File: config.mk
export PLATFORM = sky130hd
export DESIGN_NAME = lsu_mem_ctrl
export DESIGN_NICKNAME = d
export VERILOG_FILES = /design/src/rtl/lsu_pkg.sv /design/src/rtl/lsu_align.sv /design/src/rtl/lsu_mem_ctrl.sv
export SDC_FILE = /design/constraint.sdc
export NUM_CORES = 1
export LEC_CHECK = 0
export ABC_AREA = 1
export CORE_ASPECT_RATIO = 1.75
export CORE_MARGIN = 5
export CORE_UTILIZATION = 36
export DETAILED_ROUTE_END_ITERATION = 12
export PLACE_DENSITY = 0.73
export SLEW_MARGIN = 20
export SYNTH_ARGS = -nofsm -noshare
export SYNTH_HDL_FRONTEND = slang
export SYNTH_SLANG_ARGS = --single-unit
File: constraint.sdc
create_clock -name clk -period 2.3 [get_ports clk]
set_input_delay 0.46 -clock clk [delete_from_list [all_inputs] [get_ports clk]]
set_output_delay 0.46 -clock clk [all_outputs]
set_load 0.02 [all_outputs]
File: src/rtl/lsu_pkg.sv
// Shared types, funct3 codes and request check for the load/store unit.
// Imported by lsu_align and lsu_mem_ctrl.
package lsu_pkg;

  localparam logic [2:0] F3_B  = 3'b000;
  localparam logic [2:0] F3_H  = 3'b001;
  localparam logic [2:0] F3_W  = 3'b010;
  localparam logic [2:0] F3_BU = 3'b100;
  localparam logic [2:0] F3_HU = 3'b101;

  typedef enum logic [1:0] {
    IDLE     = 2'd0,
    ACCESS   = 2'd1,
    MERGE_WR = 2'd2,
    ERR      = 2'd3
  } state_t;

  // Illegal funct3, misalignment or an address beyond the memory.
  function automatic logic req_bad(
    input logic       we,
    input logic [2:0] f3,
    input logic [1:0] off,
    input logic       oor
  );
    logic ill;
    logic mis;
    if (we)
      ill = !(f3 == F3_B || f3 == F3_H || f3 == F3_W);
    else
      ill = !(f3 == F3_B || f3 == F3_H || f3 == F3_W ||
              f3 == F3_BU || f3 == F3_HU);
    mis = (f3[1:0] == 2'b01 && off[0]) ||
          (f3[1:0] == 2'b10 && off != 2'b00);
    return ill | mis | oor;
  endfunction

endpackage

File: src/rtl/lsu_align.sv
// Byte-lane logic: extends load data and merges sub-word store data.
// Ports: word/off/funct3/wdata in; ld (extended load), st (merged word) out.
module lsu_align
  import lsu_pkg::*;
(
  input  logic [31:0] word,
  input  logic [1:0]  off,
  input  logic [2:0]  funct3,
  input  logic [15:0] wdata,
  output logic [31:0] ld,
  output logic [31:0] st
);

  logic [31:0] sh;

  assign sh = word >> {off, 3'b000};

  always_comb begin
    ld = sh;
    unique case (1'b1)
      funct3 == F3_B:  ld = {{24{sh[7]}}, sh[7:0]};
      funct3 == F3_BU: ld = {24'h0, sh[7:0]};
      funct3 == F3_H:  ld = {{16{sh[15]}}, sh[15:0]};
      funct3 == F3_HU: ld = {16'h0, sh[15:0]};
      default:         ld = sh;
    endcase
  end

  always_comb begin
    st = word;
    if (funct3[1:0] == 2'b00)
      st[{off, 3'b000} +: 8] = wdata[7:0];
    else if (funct3[1:0] == 2'b01)
      st[{off[1], 4'b0000} +: 16] = wdata;
  end

endmodule

File: src/rtl/lsu_mem_ctrl.sv
// Load/store controller in front of a word memory without byte enables.
// Ports: req_* handshake in, resp_* pulse out, mem_* word-memory port.
module lsu_mem_ctrl
  import lsu_pkg::*;
#(
  parameter int N = 32,
  parameter int M = 10
) (
  input  logic         clk,
  input  logic         rst,
  input  logic         req_valid,
  output logic         req_ready,
  input  logic         req_we,
  input  logic [2:0]   req_funct3,
  input  logic [31:0]  req_addr,
  input  logic [N-1:0] req_wdata,
  output logic         resp_valid,
  output logic [N-1:0] resp_rdata,
  output logic         resp_err,
  output logic [M-1:0] mem_adrs_r,
  output logic [M-1:0] mem_adrs_w,
  output logic [N-1:0] mem_data_w,
  output logic         mem_WE,
  input  logic [N-1:0] mem_data_r
);

  state_t       state;
  state_t       nstate;
  logic         op_we;
  logic [2:0]   op_f3;
  logic [1:0]   op_off;
  logic [M-1:0] op_wadr;
  logic [N-1:0] op_wdata;
  logic [N-1:0] merge;
  logic [N-1:0] ld_data;
  logic [N-1:0] st_data;
  logic         accept;
  logic         bad;
  logic         sw_op;

  assign accept = (state == IDLE) && req_valid;
  assign bad    = req_bad(req_we, req_funct3, req_addr[1:0],
                          |req_addr[31:M+2]);
  assign sw_op  = op_we && (op_f3 == F3_W);

  assign mem_adrs_r = op_wadr;
  assign mem_adrs_w = op_wadr;

  lsu_align u_align (
    .word   (mem_data_r),
    .off    (op_off),
    .funct3 (op_f3),
    .wdata  (op_wdata[15:0]),
    .ld     (ld_data),
    .st     (st_data)
  );

  always_ff @(posedge clk or negedge rst) begin
    if (!rst) state <= IDLE;
    else      state <= nstate;
  end

  always_comb begin
    nstate     = state;
    req_ready  = 1'b0;
    mem_WE     = 1'b0;
    mem_data_w = op_wdata;
    unique case (state)
      IDLE: begin
        req_ready = 1'b1;
        if (req_valid) nstate = bad ? ERR : ACCESS;
      end
      ACCESS: begin
        mem_WE = sw_op;
        nstate = (op_we && !sw_op) ? MERGE_WR : IDLE;
      end
      MERGE_WR: begin
        mem_WE     = 1'b1;
        mem_data_w = merge;
        nstate     = IDLE;
      end
      ERR:     nstate = IDLE;
      default: nstate = IDLE;
    endcase
  end

  always_ff @(posedge clk or negedge rst) begin
    if (!rst) begin
      op_we      <= 1'b0;
      op_f3      <= 3'b000;
      op_off     <= 2'b00;
      op_wadr    <= '0;
      op_wdata   <= '0;
      merge      <= '0;
      resp_valid <= 1'b0;
      resp_err   <= 1'b0;
      resp_rdata <= '0;
    end else begin
      resp_valid <= 1'b0;
      resp_err   <= 1'b0;
      resp_rdata <= '0;
      if (accept) begin
        op_we    <= req_we;
        op_f3    <= req_funct3;
        op_off   <= req_addr[1:0];
        op_wadr  <= req_addr[M+1:2];
        op_wdata <= req_wdata;
      end
      unique case (state)
        ACCESS: begin
          if (!op_we) begin
            resp_valid <= 1'b1;
            resp_rdata <= ld_data;
          end else if (sw_op) begin
            resp_valid <= 1'b1;
          end else begin
            merge <= st_data;
          end
        end
        MERGE_WR: resp_valid <= 1'b1;
        ERR: begin
          resp_valid <= 1'b1;
          resp_err   <= 1'b1;
        end
        default: ;
      endcase
    end
  end

endmodule

==> Yosys cells after proc, flatten, opt, wreduce, memory -nomap -nowiden <==
Index checks and enable logic that the tools add are counted.
{ "word_totals": {"wordCells": 75, "reg_bits": 116, "in_bits": 103} }
{ "op_classes": {"add_sub_neg": 2, "bitwise": 3, "n_reduce_logical": 21, "mux": 19, "shift": 5, "eq_ne": 15} }
{ "op_table": {"columns": ["cell", "n"], "rows": [
  ["two-way mux 32 bit", 5],
  ["one-hot mux 32 bit (4 select lines)", 1],
  ["bitwise mux 32 bit", 2],
  ["variable shift 16 x 7 -> 32 bit (first input constant)", 1],
  ["variable shift 8 x 7 -> 32 bit (first input constant)", 1],
  ["variable part select 16 x 7 -> 32 bit", 1],
  ["variable part select 8 x 7 -> 32 bit", 1],
  ["right shift 32 x 5 -> 32 bit", 1],
  ["OR reduction 20 bit", 1],
  ["negation 5 -> 7 bit", 2],
  ["equality test 3 bit (second input constant)", 4],
  ["equality test 2 x 1 -> 1 bit (second input constant)", 3],
  ["equality test 2 bit (second input constant)", 3],
  ["equality test 3 x 1 -> 1 bit (second input constant)", 2],
  ["equality test 3 x 2 -> 1 bit (second input constant)", 2],
  ["logical NOT 3 bit", 2],
  ["two-way mux 2 bit", 3],
  ["one-hot mux 2 bit (3 select lines)", 1],
  ["logical AND 1 bit", 5],
  ["logical OR 1 bit", 5],
  ["two-way mux 1 bit", 5],
  ["logical NOT 2 bit", 2],
  ["one-hot mux 1 bit (2 select lines)", 2],
  ["logical NOT 1 bit", 3],
  ["other kinds (6)", 7]
]} }

==> Longest topological paths before layout <==
Gate-level depths: netlist (run 1).
{ "logic_depth": {"depth_word": 12, "depth_mapped": 12, "ltp_nobuf": 9} }

==> By module <==
A second synthesis (run 1) with hierarchy kept.
{ "unflattened": {"hier_cells": 1164, "area_unflattened_um2": 7508.5} }
{ "by_module_without_submodules": {"columns": ["mod", "cells_per_inst", "area_each_um2", "n_inst"], "rows": [
  ["lsu_mem_ctrl", 624, 5014.8, 1],
  ["lsu_align", 540, 2493.6, 1]
]} }

==> Least setup slack after synthesis (run 1) <==
Ideal clock, no wire load.
{ "synth_path": {"path_type": "reg-to-output", "startpoint": "reg state[0]", "endpoint": "out mem_data_w[0]", "arrival_ps": 1429, "setup_slack_ps": 411, "n_path_buf": 2, "path_stages_with_launch": 6, "path_cell_list": "dfrtp_1 > inv_1 > ha_1 > clkbuf_1 > clkbuf_1 > o21ai_0"} }
{ "synth_via": {"elab_chain_len": 2} }
{ "synth_lines": {"columns": ["element", "line_no", "source"], "rows": [
  ["start: declaration", "lsu_mem_ctrl.sv:27", "state_t state;"],
  ["start signal: assignment", "lsu_mem_ctrl.sv:60", "else state <= nstate;"],
  ["equality test 2 bit", "lsu_mem_ctrl.sv:68", "unique case (state)"],
  ["two-way mux 32 bit", "lsu_mem_ctrl.sv:68", null],
  ["end: declaration", "lsu_mem_ctrl.sv:22", "output logic [N-1:0] mem_data_w,"]
]} }
Every way passes these cells.

==> Worst setup path in the final report (run 1) <==
{ "layout_path": {"startpoint": "reg state[1]", "endpoint": "out mem_data_w[4]"} }
The elaborated chain is that of the path after synthesis.

==> results of run 1 <==
logic make-up (layout without fill, tap and decap cells):
kind of cell,count (synthesis),in the layout,synth area share [%]
buf+inv,131,318,8.54
simple gates,604,604,35.9
compound gates,140,140,11.0
flops,116,116,42.9
fa+ha+maj,9,9,1.66
timing repair:
item / in CTS / in global routing
gates cloned: 1 / 0
buffers inserted: 0 / 2
resized for setup: 80 / 34
endpoints found under the setup margin: 34 / 32
endpoints found under the hold margin: 28 / 0
hold buffers: 1 / 0
flip-flops by register name, summed over array words and instances, names as in the netlist:
signal,cells
state,2
op_off,2
mem_adrs_r,10
resp_err,1
op_f3,3
merge,32
resp_rdata,32
resp_valid,1
op_we,1
op_wdata,32
layout by cell type, fill, tap and decap left out, drive strengths merged:
master           n
nand2          477
clkdlybuf4s50  155
dfrtp          116
a21oi           64
inv             64
o21ai           61
nand3           60
nor2            47
clkbuf          47
buf             33
nand4           15
ha               9
clkdlybuf4s15    8
a211oi           7
o211ai           7
bufinv           4
clkinv           4
nor3             2
or2              1
a21boi           1
and2             1
nand3b           1
clkinvlp         1
dlygate4sd3      1
dlygate4sd2      1
metrics by stage:
stage	power, mW	worst slack (ps)
finish	13.8	46.1
global route	14.8	5.24
CTS	14.0	1.05
detailed placement	11.3	48.9
global placement	11.2	56.1
floorplan	8.16	411
path summary, 6_finish.rpt:
| path | endpoint | cells past startpoint | startpoint | slack (ps) |
|---|---|---|---|---|
| max in group asynchronous | merge[27] | 3 | rst | 1170 |
| worst max-delay path | mem_data_w[4] | 4 | state[1] | 50 |
| worst min-delay path | op_wdata[22] | 2 | op_wdata[22] | 480 |
| worst min register to register | op_wdata[22] | 2 | op_wdata[22] | 480 |
| min in group asynchronous | merge[4] | 2 | rst | 530 |
| worst max register to register | merge[19] | 8 | op_off[1] | 270 |
layer usage:
metal | wire, um | global-route usage (%) | vias to the layer above
li1 | - | - | 3499
met1 | 8880 | 24.6 | 3230
met2 | 11900 | 37.7 | 275
met3 | 1200 | 2.98 | 72
met4 | 1210 | 12.4 | 0
met5 | 0 | 0 | -
synth_stat cells:
| cell type | number | area (um2) |
|---|---|---|
| nand3_1 | 58 | 290 |
| clkinv_1 | 1 | 3.75 |
| o21ai_0 | 61 | 305 |
| nor2_4 | 2 | 22.5 |
| a21oi_2 | 1 | 8.76 |
| buf_4 | 10 | 75.1 |
| a21oi_1 | 63 | 315 |
| o211ai_1 | 7 | 52.6 |
| ha_1 | 9 | 113 |
| nand2_2 | 3 | 18.8 |
| and2_1 | 1 | 6.26 |
| nor3_1 | 2 | 10.0 |
| dfrtp_1 | 116 | 2900 |
| nand4_1 | 15 | 93.8 |
| inv_1 | 60 | 225 |
| inv_2 | 4 | 15.0 |
| buf_1 | 4 | 15.0 |
| or2_1 | 1 | 6.26 |
| clkbuf_1 | 28 | 105 |
| nand3b_1 | 1 | 7.51 |
| buf_2 | 21 | 105 |
| a21boi_0 | 1 | 7.51 |
| nor2_1 | 45 | 169 |
| nand2_1 | 473 | 1780 |
| nand2_4 | 1 | 11.3 |
| buf_6 | 3 | 33.8 |
| nand3_2 | 2 | 20.0 |
| a211oi_1 | 7 | 52.6 |
report_power, final:
group / switching (mW) / internal, mW
Combinational: 4.72 / 2.74
Sequential: 0.650 / 2.93
Clock: 0.925 / 1.86
Total: 6.29 / 7.54
cell type report:
type	count	area, um2
repair buffers	222	2120
flip-flops and latches	116	2900
fillers	1813	9100
multi-input cells	753	3300
clock inverters	8	150
inverters	65	244
clock buffers	23	468
well taps	238	298
worst max-delay path, stage by stage, from the launching register on:
cell	delay [ps]
dfrtp_1	440
ha_4	220
buf_16	170
o21ai_0	240
clkdlybuf4s15_2	300
==> flow_summary.toml, run 1 <==
[global_route]
grtUsageTotal_pct = 21.5
antenna_found_initial = 0
grt_overflow = 0
grt_start_max_net_pins = 55
grt_pass1_vias = 6905
grt_pass1_wl_um = 36300

[placed_design]
placed_cells = 1390
gp_congestion = 0.951
dpl.hpwl_um = 17300
dpl_cell_area_mm2 = 0.00891
port-buffer-count = 190

[timing]
min_period_ps = 2250
rsz0062_at_grt = "no"
hold_viol_final = 0
finalClockSkew_ps = 8.39
period_share_pct = 98.0
fmax_ghz = 0.444
relSlewSlack_pct = 60.5
maxSlewViolCount = 0
worstMarginPinSlew_ps = 591
holdWs_ps = 484
setup_viol = 0
setup_tns_ps = 0

[cts]
cts-root-buf = "clkbuf_16"
clk_pin_slew_worst_paths_ps = 60
insertion_delay_ps = 420
cts_tree = "built"
clock-sinks = 116
htree_levels = 4
cts_buffers = 17
clock_path_buffers = 2

[synth]
syn_nets = 1112
synth_area_per_cell_um2 = 6.77
netlist_area_mm2 = 0.00677
synth_cells = 1000
ys_seq_area_share_pct = 42.9
yosys_warnings = 0
ys_ff_latch = 116
ys_types = 28

[drt]
vias = 7076
wl_per_cell_um = 16.3
drc = 0
avgViaCountPerCell = 4.97
dr.pass1.iters = 5
postRouteAntennaNets = 0
drt-initial-drc-count = 399
finalWirelength_um = 23200

[setup_path]
cp_max_fo = 20
cp.arrival_ps = 1790
end_kind = "output pin"
start_kind = "register"
worstSetupPathType = "register to output pin"
critPathRequiredTime_ps = 1840

[final_layout]
fin_util_pct = 51.0
area_delta_synth_final_pct = 40.1
num-nets-final = 1287
n_antenna_cell = 0
drive_above_1_share_pct = 9.10
final_cells = 1425
stdcell_area_mm2 = 0.00948

[floorplan]
die_area_mm2 = 0.0217
ios = 191
die_y_um = 191
die_w_um = 114
start_util_pct = 36.4
core.rowCount = 66
core_area_mm2 = 0.0186

[outcome]
status = "finished clean"

[power]
power_per_cell_area_mw_per_mm2 = 1460
power_leakage_nw = 4.64
ir_worst_vdd_mv = 0.773

[run]
cap_violations = 0

[min_path]
hp-class = "register to register"
Note: power is estimated with default switching activity, not from simulation.
==> inputs of run 2 (changes only) <==
Clock period 2.3 ns to 2.49 ns, I/O delays scaled along.
==> run 2 against run 1 <==
Effect of this change:
- sequential power shrank 8.7%
- routed wire length decreased by 2.8%
- global-route usage down 0.41 points
- highest routed layer unchanged
- largest power group unchanged
- final cell count fell by 0.98%
- critical path type unchanged
- final area decreased by 1.1%
- non-clock buffer count decreased by 15
- core utilization down 0.57 points
- clock power shrank 9.3%
==> flow_summary.toml, run 2 (same netlist as run 1, synthesis figures left out) <==
[outcome]
status = "finished clean"

[timing]
period_share_pct = 96.6
setup_tns_ps = 0
min_period_ps = 2410
relSlewSlack_pct = 57.1
finalClockSkew_ps = 9.21
maxSlewViolCount = 0
rsz0062_at_grt = "no"
hold_viol_final = 0
setup_viol = 0
fmax_ghz = 0.416
worstMarginPinSlew_ps = 643

[setup_path]
worstSetupPathType = "register to output pin"
ff2ff_setup_slack_ps = 320
cp_max_fo = 25
cp.arrival_ps = 1910
critPathRequiredTime_ps = 1990
r2r_start = "op_off[0]"
end_kind = "output pin"
startpoint = "state[0]"
start_kind = "register"
critPathCapture = "mem_data_w[28]"
r2r_end = "merge[25]"
worst-r2r-cell-count = 8

[cts]
cts_buffers = 17
clk_pin_slew_worst_paths_ps = 60
cts_setup_buffers = 0
cts_tree = "built"
hold_buffers = 0
insertion_delay_ps = 420
clock_path_buffers = 2
cts-root-buf = "clkbuf_16"
clock-sinks = 116
htree_levels = 4

[floorplan]
die_w_um = 114
die_area_mm2 = 0.0217
start_util_pct = 36.4
ios = 191
die_y_um = 191
core_area_mm2 = 0.0186
core.rowCount = 66

[drt]
drc = 0
postRouteAntennaNets = 0
drt-initial-drc-count = 444
avgViaCountPerCell = 4.96
vias = 6995
finalWirelength_um = 22500
dr.pass1.iters = 5
wl_per_cell_um = 16.0

[global_route]
grt_use_met2_pct = 36.1
grt-busiest-layer = "met2"
grt_pass1_wl_um = 35900
grt_start_max_net_pins = 57
grtUsageTotal_pct = 21.1
met3_usage_pct = 3.52
grt_overflow = 0
use_met1_pct = 24.4
antenna_found_initial = 0
grt_pass1_vias = 6819

[final_layout]
n_antenna_cell = 0
seq_area_mm2 = 0.00290
area_delta_synth_final_pct = 38.6
fin_util_pct = 50.5
largestRegisters = "merge: 32 flops, op_wdata: 32 flops, resp_rdata: 32 flops"
multi_input_area_mm2 = 0.00329
final_common_cell = "nand2_1"
num-nets-final = 1272
final_cell_mix = "nand2_1 (473), clkdlybuf4s50_1 (156), dfrtp_1 (116)"
final_cells = 1411
fill_cells = 1812
drive_above_1_share_pct = 6.05

[placed_design]
dpl.hpwl_um = 16800
port-buffer-count = 190
gp_congestion = 0.986
placed_cells = 1379

[power]
ir_worst_vdd_mv = 0.602
power_per_cell_area_mw_per_mm2 = 1330
power_leakage_nw = 4.59

[run]
cap_violations = 0

[min_path]
hp-class = "input port to async pin"
## run 2: cell types whose count changed in the layout (fill, tap and decap cells not counted), sizes merged
cell,change
clkbuf,-22
dlygate4sd3,-1
dlygate4sd2,+17
inv,+3
bufinv,-1
clkdlybuf4s50,+1
clkinvlp,+2
buf,-15
clkinv,+2
## run 2: report_power, final
group / total, mW / switching, mW / internal, mW
Clock: 2.53 / 0.927 / 1.61
Combinational: 6.68 / 4.30 / 2.38
Sequential: 3.27 / 0.564 / 2.71
Total: 12.5 / 5.79 / 6.69
## run 2: what timing repair did
item                       CTS  global route
setup endpoints to repair   33            15
pin swaps                    0             0
resized for setup           36            23
gates cloned                 0             0
## run 2: area by class of cell
type | count | share of cell area [%]
timing repair buffer | 207 | 21.7
tap | 238 | 3.18
clock inverter | 14 | 1.87
inverter | 65 | 2.60
multi-input combinational | 753 | 35.0
sequential | 116 | 31.0
clock buffer | 18 | 4.68
## run 2: how the worst min path moves through the flow
stage	from	endpoint	cells past startpoint
final	rst	merge[2]	1
after global routing	rst	merge[18]	1
after CTS	rst	merge[18]	1
after detailed placement	op_wdata[30]	op_wdata[30]	2
after global placement	op_wdata[20]	op_wdata[20]	2
after floorplan	rst	mem_adrs_r[0]	0
## run 2: critical path, stage by stage, from the launching register on
cell	delay [ps]
dfrtp_1	390
inv_1	80
ha_1	240
inv_1	110
buf_12	170
nand2_1	60
nand2_1	70
dlygate4sd2_1	350
## run 2: through the flow
| step | cell area [um2] | hold WS [ps] | worst slack, ps | total power, mW |
|---|---|---|---|---|
| finish | 9380 | 109 | 84.2 | 12.5 |
| global route | 9380 | 168 | 1.20 | 13.4 |
| CTS | 9400 | 121 | 4.34 | 12.6 |
| detailed placement | 8820 | 465 | 53.0 | 10.2 |
| global placement | 8820 | 462 | 147 | 10.1 |
| floorplan | 6770 | 202 | 563 | 7.54 |
## run 2: metal layers
layer	wire length, um	part of all wire (%)	vias to the layer above
met3	1420	6.3	69
met2	11400	51	296
li1	-	-	3471
met4	1250	5.5	0
met1	8420	37	3159
met5	0	0	-
==> inputs of run 3 (changes only) <==
Clock period 2.49 ns to 2.8 ns, I/O delays scaled along.
==> run 3 against run 2 <==
Effect of this change:
- sequential cell count did not move
- setup slack better by 7.4 ps
- clock power is 9.5% lower
- count of clock-buffer cells in the layout down 1
- first-iteration DRC count is 0.68% higher
- combinational power is 10% lower
==> flow_summary.toml, run 3 (same netlist as run 1, synthesis figures left out) <==
[drt]
postRouteAntennaNets = 0
dr.pass1.iters = 5
drt-initial-drc-count = 447
wl_per_cell_um = 15.9
drc = 0
finalWirelength_um = 22400
vias = 6942
avgViaCountPerCell = 4.93

[setup_path]
r2r_start = "op_off[0]"
slowest_stage = "clkdlybuf4s50_1"
worst-r2r-cell-count = 9
path_buf_inv = 3
critPathRequiredTime_ps = 2240
r2r_end = "merge[25]"
cp.arrival_ps = 2150
worstPathCellList = "inv_1 > ha_1 > buf_4 > o21ai_0 > clkdlybuf4s50_1"
critical-path-top-delay-family = "buffers and inverters"
end_kind = "output pin"
start_kind = "register"
cp_max_fo = 18
slowest_delay_ps = 630
ff2ff_setup_slack_ps = 580
worstSetupPathType = "register to output pin"

[floorplan]
die_area_mm2 = 0.0217
start_util_pct = 36.4
die_y_um = 191
die_w_um = 114
core.rowCount = 66
ios = 191
core_area_mm2 = 0.0186

[timing]
holdWs_ps = 138
rsz0062_at_grt = "no"
setup_tns_ps = 0
fmax_ghz = 0.369
maxSlewViolCount = 0
setup_viol = 0
hold_viol_final = 0
period_share_pct = 96.7
finalClockSkew_ps = 13.2
worstMarginPinSlew_ps = 722
relSlewSlack_pct = 51.9
min_period_ps = 2710

[cts]
cts_buffers = 17
clock-sinks = 116
cts-root-buf = "clkbuf_16"
insertion_delay_ps = 420
cts_tree = "built"
clock_path_buffers = 2
clk_pin_slew_worst_paths_ps = 60
htree_levels = 4

[placed_design]
dpl_cell_area_mm2 = 0.00878
port-buffer-count = 190
gp_congestion = 0.952
dpl.hpwl_um = 16900

[power]
p_int_mw = 6.10
clkPwrFrac_pct = 20.3
power_per_cell_area_mw_per_mm2 = 1190
p_sw_share_pct = 45.9
pwr-share-seq_pct = 26.4
power_leakage_nw = 4.77
p_sw_mw = 5.18
ir_worst_vdd_mv = 0.601
p_total_mw = 11.3
combPwrFrac_pct = 53.3

[global_route]
antenna_found_initial = 0
grt_start_max_net_pins = 55
grt_pass1_vias = 6847
grtUsageTotal_pct = 20.8
grt_pass1_wl_um = 35500
grt_overflow = 0

[min_path]
hp-class = "input port to async pin"

[final_layout]
num-nets-final = 1270
stdcell_area_mm2 = 0.00945
final_cell_mix = "nand2_1 (473), clkdlybuf4s50_1 (167), dfrtp_1 (116)"
largestRegisters = "merge: 32 flops, op_wdata: 32 flops, resp_rdata: 32 flops"
drive_above_1_share_pct = 5.29
n_antenna_cell = 0
final_common_cell = "nand2_1"
area_delta_synth_final_pct = 39.7

[outcome]
status = "finished clean"

[run]
cap_violations = 0
## run 3: power groups by stage
stage	Clock (mW)	Sequential, mW	Combinational, mW
after global placement	0	2.99	6.00
after detailed placement	0	3.00	6.06
after floorplan	0	3.06	3.64
final	2.29	2.98	6.01
after CTS	2.33	2.98	6.08
after global routing	2.39	3.07	6.67
## run 3: stage by stage
step,instances,setup slack (ps),utilization (%)
after floorplan,1000,811,-
after global placement,1377,441,47.3
after detailed placement,1377,427,47.3
after CTS,1409,14.3,50.6
after global routing,1409,1.69,50.9
final,1409,91.6,50.9
## run 3: worst reg2reg max path, delay by kind of cell (launching register included)
kind	cells	cell delay, ps
buffers and inverters	2	700
AND/OR/NAND/NOR	5	460
AO/OA/AOI/OAI	1	60
flip-flops	1	380
adder cells (fa/ha/maj)	1	490
## run 3: layer usage
metal | vias up | part of all wire [%] | wire, um | global-route usage (%)
li1 | 3468 | - | - | -
met1 | 3150 | 38 | 8540 | 24.0
met2 | 251 | 50 | 11200 | 35.5
met3 | 73 | 5.6 | 1260 | 3.77
met4 | 0 | 6.3 | 1410 | 12.4
met5 | - | 0 | 0 | 0
## run 3: repair_timing
item	CTS	global route
hold buffers	0	0
resized for setup	2	21
setup buffers	0	0
setup endpoints to repair	2	29
## run 3: final cells by class
type	instances	area, um2
Fill cell	1794	9130
Multi-Input combinational cell	753	3290
Sequential cell	116	2900
Timing Repair Buffer	205	2100
Clock buffer	17	425
Tap cell	238	298
Inverter	65	244
Clock inverter	15	194
## run 3: how the worst max path moves through the flow
stage | startpoint | to | slack (ps) | cells after the start
3_5_place_dp | state[0] | mem_data_w[0] | 430 | 5
4_1_cts | state[0] | mem_WE | 10 | 6
3_3_place_gp | state[0] | mem_data_w[4] | 440 | 5
2_1_floorplan | state[0] | mem_data_w[0] | 810 | 5
5_1_grt | state[0] | mem_data_w[18] | 2 | 7
6_report | state[0] | mem_data_w[5] | 90 | 5
